`src/rtl/tinydec_pkg.sv`:
```
// Shared types and widths for the tinydec byte-stream front end.
package tinydec_pkg;

  localparam int unsigned BLK_W         = 32;
  localparam int unsigned BYTE_W        = 8;
  localparam int unsigned BYTES_PER_BLK = BLK_W / BYTE_W;

  // Issue-path FSM states.
  typedef enum logic [1:0] {
    IDLE,
    ISSUE,
    BUSY,
    HOLD
  } fsm_e;

endpackage

```
`src/rtl/tinydec_pack.sv`:
```
// Byte-to-word packer: big-endian assembly of up to four bytes into one block,
// with PAD fill for a block closed early by the last-of-frame flag.
module tinydec_pack
  import tinydec_pkg::*;
#(
  parameter logic [BYTE_W-1:0] PAD = 8'h00
) (
  input  logic              i_clk,
  input  logic              i_rst,
  input  logic [BYTE_W-1:0] i_data,
  input  logic              i_valid,
  input  logic              i_last,
  output logic              o_ready,
  input  logic              i_consume,
  output logic [BLK_W-1:0]  o_word,
  output logic              o_full,
  output logic              o_last
);

  logic [1:0]       r_idx;
  logic [1:0]       w_idx_d;
  logic [BLK_W-1:0] r_word;
  logic [BLK_W-1:0] w_word_d;
  logic             r_full;
  logic             w_full_d;
  logic             r_last;
  logic             w_last_d;
  logic             w_accept;
  logic             w_close;

  assign w_accept = i_valid & ~r_full;
  assign w_close  = w_accept & (i_last | (r_idx == 2'd3));

  always_comb begin
    w_idx_d  = r_idx;
    w_word_d = r_word;
    w_full_d = r_full;
    w_last_d = r_last;

    if (i_consume) begin
      w_full_d = 1'b0;
    end

    if (w_accept) begin
      // The first byte pre-fills the low bytes with PAD; later bytes overwrite them.
      unique case (r_idx)
        2'd0: w_word_d = {i_data, PAD, PAD, PAD};
        2'd1: w_word_d[23:16] = i_data;
        2'd2: w_word_d[15:8]  = i_data;
        2'd3: w_word_d[7:0]   = i_data;
        default: w_word_d = r_word;
      endcase

      if (w_close) begin
        w_idx_d  = 2'd0;
        w_full_d = 1'b1;
        w_last_d = i_last;
      end else begin
        w_idx_d = r_idx + 2'd1;
      end
    end
  end

  always_ff @(posedge i_clk) begin
    if (i_rst) begin
      r_idx  <= 2'd0;
      r_word <= '0;
      r_full <= 1'b0;
      r_last <= 1'b0;
    end else begin
      r_idx  <= w_idx_d;
      r_word <= w_word_d;
      r_full <= w_full_d;
      r_last <= w_last_d;
    end
  end

  assign o_ready = ~r_full;
  assign o_word  = r_word;
  assign o_full  = r_full;
  assign o_last  = r_last;

endmodule

```
`src/rtl/tinydec_stream.sv`:
```
// Byte-stream front end for tinydec: packs bytes into blocks, drives the decryptor
// req/ack handshake one block at a time and presents each result on m_* with a frame flag.
module tinydec_stream
  import tinydec_pkg::*;
#(
  parameter logic [BYTE_W-1:0] PAD   = 8'h00,
  parameter int unsigned       CNT_W = 16
) (
  input  logic              clk,
  input  logic              rst,
  input  logic [BYTE_W-1:0] s_data,
  input  logic              s_valid,
  input  logic              s_last,
  output logic              s_ready,
  output logic              dec_req,
  output logic [BLK_W-1:0]  dec_wdata,
  input  logic              dec_ack,
  input  logic [BLK_W-1:0]  dec_rdata,
  output logic [BLK_W-1:0]  m_data,
  output logic              m_valid,
  output logic              m_last,
  input  logic              m_ready,
  output logic [CNT_W-1:0]  blk_cnt
);

  logic [BLK_W-1:0] w_word;
  logic             w_full;
  logic             w_word_last;
  logic             w_consume;

  tinydec_pack #(
    .PAD (PAD)
  ) u_pack (
    .i_clk     (clk),
    .i_rst     (rst),
    .i_data    (s_data),
    .i_valid   (s_valid),
    .i_last    (s_last),
    .o_ready   (s_ready),
    .i_consume (w_consume),
    .o_word    (w_word),
    .o_full    (w_full),
    .o_last    (w_word_last)
  );

  fsm_e             r_state;
  fsm_e             w_state_d;
  logic             r_req;
  logic             w_req_d;
  logic [BLK_W-1:0] r_wdata;
  logic [BLK_W-1:0] w_wdata_d;
  logic             r_blk_last;
  logic             w_blk_last_d;
  logic [BLK_W-1:0] r_mdata;
  logic [BLK_W-1:0] w_mdata_d;
  logic             r_mvalid;
  logic             w_mvalid_d;
  logic             r_mlast;
  logic             w_mlast_d;
  logic [CNT_W-1:0] r_cnt;
  logic [CNT_W-1:0] w_cnt_d;

  always_comb begin
    w_state_d    = r_state;
    w_req_d      = r_req;
    w_wdata_d    = r_wdata;
    w_blk_last_d = r_blk_last;
    w_mdata_d    = r_mdata;
    w_mvalid_d   = r_mvalid;
    w_mlast_d    = r_mlast;
    w_cnt_d      = r_cnt;
    w_consume    = 1'b0;

    unique case (r_state)
      IDLE: begin
        // Waiting for ack high also rides out a decryptor still busy from before a reset.
        if (w_full && dec_ack) begin
          w_wdata_d    = w_word;
          w_blk_last_d = w_word_last;
          w_req_d      = 1'b1;
          w_consume    = 1'b1;
          w_state_d    = ISSUE;
        end
      end
      ISSUE: begin
        // Request is only known to be taken once ack drops; a stalled tinydec ignores it.
        if (!dec_ack) begin
          w_req_d   = 1'b0;
          w_state_d = BUSY;
        end
      end
      BUSY: begin
        if (dec_ack) begin
          w_mdata_d  = dec_rdata;
          w_mlast_d  = r_blk_last;
          w_mvalid_d = 1'b1;
          w_state_d  = HOLD;
        end
      end
      HOLD: begin
        if (m_ready) begin
          w_mvalid_d = 1'b0;
          w_cnt_d    = r_cnt + CNT_W'(1);
          w_state_d  = IDLE;
        end
      end
      default: w_state_d = IDLE;
    endcase
  end

  always_ff @(posedge clk) begin
    if (rst) begin
      r_state    <= IDLE;
      r_req      <= 1'b0;
      r_wdata    <= '0;
      r_blk_last <= 1'b0;
      r_mdata    <= '0;
      r_mvalid   <= 1'b0;
      r_mlast    <= 1'b0;
      r_cnt      <= '0;
    end else begin
      r_state    <= w_state_d;
      r_req      <= w_req_d;
      r_wdata    <= w_wdata_d;
      r_blk_last <= w_blk_last_d;
      r_mdata    <= w_mdata_d;
      r_mvalid   <= w_mvalid_d;
      r_mlast    <= w_mlast_d;
      r_cnt      <= w_cnt_d;
    end
  end

  assign dec_req   = r_req;
  assign dec_wdata = r_wdata;
  assign m_data    = r_mdata;
  assign m_valid   = r_mvalid;
  assign m_last    = r_mlast;
  assign blk_cnt   = r_cnt;

endmodule

```
`config.mk`:
```
export PLATFORM = sky130hd
export DESIGN_NAME = tinydec_stream
export DESIGN_NICKNAME = d
export VERILOG_FILES = /design/src/rtl/tinydec_pkg.sv /design/src/rtl/tinydec_pack.sv /design/src/rtl/tinydec_stream.sv
export SDC_FILE = /design/constraint.sdc
export NUM_CORES = 1
export LEC_CHECK = 0
export CAP_MARGIN = 0
export CORE_MARGIN = 2
export CORE_UTILIZATION = 47
export CTS_BUF_LIST = sky130_fd_sc_hd__clkbuf_16
export CTS_CLUSTER_SIZE = 24
export DETAILED_ROUTE_END_ITERATION = 7
export PLACE_DENSITY_LB_ADDON = 0.2
export SLEW_MARGIN = 15
export SYNTH_ARGS = -nofsm -noshare
export SYNTH_HDL_FRONTEND = slang
export SYNTH_SLANG_ARGS = --single-unit
```
`constraint.sdc`:
```
create_clock -name clk -period 2.11 [get_ports clk]
set_input_delay 0.422 -clock clk [delete_from_list [all_inputs] [get_ports clk]]
set_output_delay 0.422 -clock clk [all_outputs]
set_load 0.02 [all_outputs]
```
==> results.cfg, run 1 <==
[synth]
ys_types = 34
yosys_warnings = 0
yosysSeqAreaShare_pct = 53.3
synth_top_family_by_area = simple AND/OR/NAND/NOR gates
synth_seq_cells = 122
synthArstFlopShare_pct = 0
synthSimpleGateAreaFrac_pct = 22.8
synthFlopType = dfxtp_1
syn-num-nets = 612
avgSynthCellArea_um2 = 8.24
synthAdderAreaFrac_pct = 2.73
synthMuxAreaShare_pct = 0.246
synth_edf_count = 0
synth_compound_area_share_pct = 14.8
synth_xor_area_share_pct = 2.10
syn-instance-count = 556
synth_area_um2 = 4580

[global_route]
grt_pass1_vias = 3826
grt_util_met2_pct = 36.6
global_route.usage.total_pct = 20.8
overflow = 0
grt_use_met3_pct = 5.56
antenna_found_initial = 0
grt_pass1_wl_um = 17200
met1_usage_pct = 23.8
busiest_layer = met2
grt_max_degree = 48

[worst_setup_path]
r2r_start = r_state[0]
cp_data_arrival_time_ps = 1530
crit_fanout = 10
critPathCaptureType = output pin
path_class = reg -> out
startpoint = u_pack.o_full
crit_required_ps = 1690
start_kind = register

[sta]
min_period_ps = 1950
rsz0062_at_grt = false
finalClockSkew_ps = 9.37
slew_headroom_pct = 65.9
slew_violations = 0
hold_violations = 0
worst_pin_slew_ps = 509
tns_ps = 0
setup_viol_count_final = 0
clock.fmax_ghz = 0.512
finalCritPeriodShare_pct = 92.5

[cts]
cts_tree = built
cts_sinks = 122
clk_latency_ps = 410
cts_inserted_buffers = 17
cts-root-buf = clkbuf_16
clk_pin_slew_worst_paths_ps = 50
clk_path_buf_depth = 2
post_cts_buffers = 0
cts.hold.buffers_added = 0
cts.htree.levels = 4
cts_resized = 0

[pwr]
ir_worst_vdd_v = 0.000471
power_mw = 5.94
power.density_nw_per_um2 = 897
power.leakage_nw = 2.36

[layout]
diodes = 0
layout.nets = 741
layout-drive-gt1-share_pct = 7.74
fin_util_pct = 69.1
syn_to_final_growth_pct = 44.7

[floorplanning]
io_pins = 130
die_area_um2 = 10600
rows = 36
core_um2 = 9590
die_height_um = 103
die_w_um = 103
start_util_pct = 47.7

[routing]
vias = 4153
routedWlPerCell_um = 13.1
first_pass_iters = 4
avgViaCountPerCell = 5.00
drc_errors = 0
wl_um = 10900
antenna_left = 0
drt_iter0_drc = 100

[worst_hold_path]
min_path_type = reg -> reg
hold_start = m_data[5]

[placement]
dp_hpwl_um = 7590
gp_congestion = 0.820
io_buffers = 129

[job]
max-cap-violations = 0

[run_status]
status = finished clean
[final timing paths]
| path | to | slack, ps | cells after the start |
|---|---|---|---|
| worst max-delay path | s_ready | 160 | 2 |
| worst min-delay path | m_data[5] | 450 | 2 |
| worst max register to register | r_state[1] | 420 | 6 |
| worst min register to register | m_data[5] | 450 | 2 |
[cell usage in the layout (no fill, tap or decap), types with 2 or more instances in the layout]
cell type / synthesis / routed
nand2_1: 168 / 168
clkdlybuf4s50_1: 0 / 128
dfxtp_1: 122 / 122
a21oi_1: 91 / 91
nor2_1: 35 / 35
a22oi_1: 18 / 18
clkbuf_16: 0 / 17
nand3_1: 15 / 15
buf_4: 2 / 15
xor2_1: 11 / 11
inv_1: 9 / 10
ha_1: 10 / 10
o21ai_0: 5 / 5
nand4_1: 4 / 4
clkinv_4: 0 / 4
nor2b_1: 3 / 3
or3_1: 3 / 3
and3b_1: 3 / 3
clkinvlp_4: 0 / 3
buf_12: 0 / 3
and2_1: 2 / 2
and3_1: 2 / 2
and4_1: 2 / 2
o21ai_1: 2 / 2
nand2b_1: 2 / 2
nor3_1: 2 / 2
nor2_2: 2 / 2
inv_6: 0 / 2
clkinv_2: 0 / 2
bufinv_16: 0 / 2
[stage by stage]
| step | std cells | hold WS, ps | setup WS [ps] | cell area (um^2) |
|---|---|---|---|---|
| floorplan | 556 | 432 | 502 | 4580 |
| global placement | 799 | 442 | 157 | 6050 |
| detailed placement | 799 | 445 | 152 | 6050 |
| CTS | 831 | 444 | 144 | 6630 |
| global route | 831 | 465 | 106 | 6630 |
| finish | 831 | 452 | 158 | 6630 |
[state kept, by name (all words and copies together) (netlist names)]
name	cells
blk_cnt	16
dec_req	1
dec_wdata	32
m_data	32
m_last	1
m_valid	1
r_blk_last	1
r_state	2
u_pack.o_full	1
u_pack.o_last	1
u_pack.o_word	32
u_pack.r_idx	2
[kinds of logic after synthesis]
kind of cell    after synthesis
mux                           1
xor+xnor                     11
compound gates              121
fa+ha+maj                    10
flops                       122
buf+inv                      45
simple gates                246
[report_power, final]
part / internal (mW) / total, mW / switching [mW] / leakage [nW]
clock network: 1.74 / 2.78 / 1.05 / 0.278
registers: 2.39 / 2.44 / 0.0529 / 0.985
logic: 0.321 / 0.716 / 0.395 / 1.10
[layout make-up]
class                   count  area (um^2)
inverters                   9         33.8
flip-flops and latches    122         2440
fillers                   790         2970
clock inverters            15          153
well taps                 133          166
clock buffers              17          425
repair buffers            146         1450
multi-input cells         389         1950
[cells in the mapped netlist, types with 3 or more instances]
cell,n,area (um^2)
a22oi_1,18,135
nand4_1,4,25.0
and3b_1,3,26.3
nor2b_1,3,18.8
ha_1,10,125
nor2_1,35,131
dfxtp_1,122,2440
nand2_1,168,631
nand3_1,15,75.1
o21ai_0,5,25.0
clkbuf_1,25,93.8
buf_2,8,40.0
xor2_1,11,96.3
or3_1,3,18.8
inv_1,9,33.8
a21oi_1,91,455
[per-layer routing]
| metal | up-vias | routed length, um | share of wire [%] |
|---|---|---|---|
| met5 | - | 0 | 0 |
| met4 | 0 | 82 | 0.75 |
| met3 | 6 | 662 | 6.1 |
| met2 | 123 | 5440 | 50 |
| met1 | 1918 | 4690 | 43 |
| li1 | 2106 | - | - |
[critical path, stage by stage, from the launching register on]
cell and delay [ps]:
dfxtp_1 490, inv_1 70, clkdlybuf4s50_1 560
Power figures use the tool's default switching activity.
==> run 2, diff against run 1 <==
--- a/config.mk
+++ b/config.mk
@@ -6,6 +6,7 @@
 export NUM_CORES = 1
 export LEC_CHECK = 0
 export CAP_MARGIN = 0
+export CORE_ASPECT_RATIO = 1.1
 export CORE_MARGIN = 2
 export CORE_UTILIZATION = 47
 export CTS_BUF_LIST = sky130_fd_sc_hd__clkbuf_16
==> run 2 against run 1 <==
Net effect:
- worst hold slack worse by 14 ps
- register-to-register slack lost 30 ps
- first-iteration DRC count is 15% higher
- flip-flop and latch count is the same
- critical path depth shrank 1
- total power down 1.2%
- cell count is 2.4% lower
- fmax decreased by 1.0%
- non-clock buffer count decreased by 4
- clock skew increased by 3.1 ps
- wire length grew 1.2%
- via count down 0.65%
==> results.cfg, run 2 (synthesized netlist as in run 1, its figures left out) <==
[run_status]
status = finished clean

[sta]
rsz0062_at_grt = false
hold_violations = 0
min_period_ps = 1970
finalCritPeriodShare_pct = 93.5
tns_ps = 0
worst_pin_slew_ps = 507
whs_ps = 438
clock.fmax_ghz = 0.507
setup_viol_count_final = 0
finalClockSkew_ps = 12.4
slew_headroom_pct = 66.1
slew_violations = 0

[routing]
first_pass_iters = 5
drt_iter0_drc = 115
routed.top_layer = met4
routedWlPerCell_um = 13.6
wl_met1_um = 4850
wl_met3_um = 581
antenna_left = 0
wl_um = 11000
avgViaCountPerCell = 5.09
wl_met2_um = 5450
drc_errors = 0
vias = 4126

[global_route]
grt_pass1_vias = 4000
global_route.usage.total_pct = 21.5
antenna_found_initial = 0
grt_pass1_wl_um = 18400
grt_max_degree = 46
overflow = 0

[worst_setup_path]
crit_path_max_incr_delay_ps = 660
crit_chain = clkdlybuf4s50_1
start_kind = register
crit_buf_inv = 1
critPathCaptureType = output pin
r2r_start = r_state[0]
crit_family = buffers and inverters
cpMaxStageDelayCell = clkdlybuf4s50_1
cp_data_arrival_time_ps = 1550
crit_required_ps = 1690
path_class = reg -> out
crit_fanout = 7
startpoint = blk_cnt[2]

[cts]
clk_path_buf_depth = 2
cts_sinks = 122
post_cts_buffers = 0
clk_pin_slew_worst_paths_ps = 50
cts_tree = built
cts_inserted_buffers = 17
cts.hold.buffers_added = 0
cts.htree.levels = 4
cts_resized = 0
clk_latency_ps = 400
cts-root-buf = clkbuf_16

[floorplanning]
die_area_um2 = 10600
start_util_pct = 48.7
die_w_um = 98.1
io_pins = 130
rows = 37
core_um2 = 9400
die_height_um = 108

[placement]
io_buffers = 129
dp_hpwl_um = 7500
gp_congestion = 0.812

[layout]
syn_to_final_growth_pct = 43.5
final_cell_mix = 168 x nand2_1, 128 x clkdlybuf4s50_1, 122 x dfxtp_1
layout.nets = 737
final_common_cell = nand2_1
layout-drive-gt1-share_pct = 6.77
diodes = 0

[pwr]
ir_worst_vdd_v = 0.000478
p_comb_share_pct = 12.2
power.leakage_nw = 2.34
power.internal_mw = 4.42
clkPwrFrac_pct = 46.1
power.density_nw_per_um2 = 893
power_frac_seq_pct = 41.7
switching_share_pct = 24.7
p_switching_mw = 1.45

[worst_hold_path]
hold_start = rst
min_path_type = in -> reg

[job]
max-cap-violations = 0
run 2: cell types whose count changed in the layout (fill, tap and decap cells not counted), sizes merged:
cell	before	now
buf	18	14
run 2: power groups by stage:
stage	clock, mW	sequential [mW]	combinational [mW]
CTS	2.77	2.44	0.720
finish	2.71	2.45	0.716
global route	2.86	2.46	0.779
global placement	0	2.49	0.699
detailed placement	0	2.49	0.714
floorplan	0	2.55	0.341
run 2: stage by stage:
stage / total power [mW] / cells / cell area, um^2 / setup WS [ps] / utilization, %
global placement: 3.19 / 779 / 6010 / 151 / 64.0
finish: 5.87 / 811 / 6570 / 137 / 70.0
floorplan: 2.89 / 556 / 4580 / 502 / -
CTS: 5.93 / 811 / 6570 / 106 / 70.0
detailed placement: 3.21 / 779 / 6010 / 119 / 64.0
global route: 6.10 / 811 / 6570 / 69.9 / 70.0
run 2: layout make-up:
type                    instances  area (um^2)
well taps                     117          146
inverters                       9         33.8
multi-input cells             389         1950
fillers                       783         2820
flip-flops and latches        122         2440
clock buffers                  17          425
clock inverters                15          138
repair buffers                142         1440
run 2: final timing paths:
| kind | end | slack, ps | cells after the start |
|---|---|---|---|
| hold / removal | u_pack.o_last | 440 | 2 |
| setup / recovery | blk_cnt[2] | 140 | 1 |
| setup reg to reg | r_state[0] | 390 | 6 |
| hold reg to reg | m_data[17] | 450 | 2 |
run 2: layer usage:
metal  vias to the layer above  track usage, %
met3                        15            6.17
li1                       2097               -
met1                      1903            25.5
met4                         0            7.34
met5                         -               0
met2                       111            37.3
==> run 3, diff against run 2 <==
--- a/config.mk
+++ b/config.mk
@@ -5,7 +5,7 @@
 export SDC_FILE = /design/constraint.sdc
 export NUM_CORES = 1
 export LEC_CHECK = 0
-export CAP_MARGIN = 0
+export CAP_MARGIN = 20
 export CORE_ASPECT_RATIO = 1.1
 export CORE_MARGIN = 2
 export CORE_UTILIZATION = 47
==> results of run 3 <==
The final DEF is identical to that of run 2; final timing and power are the same.
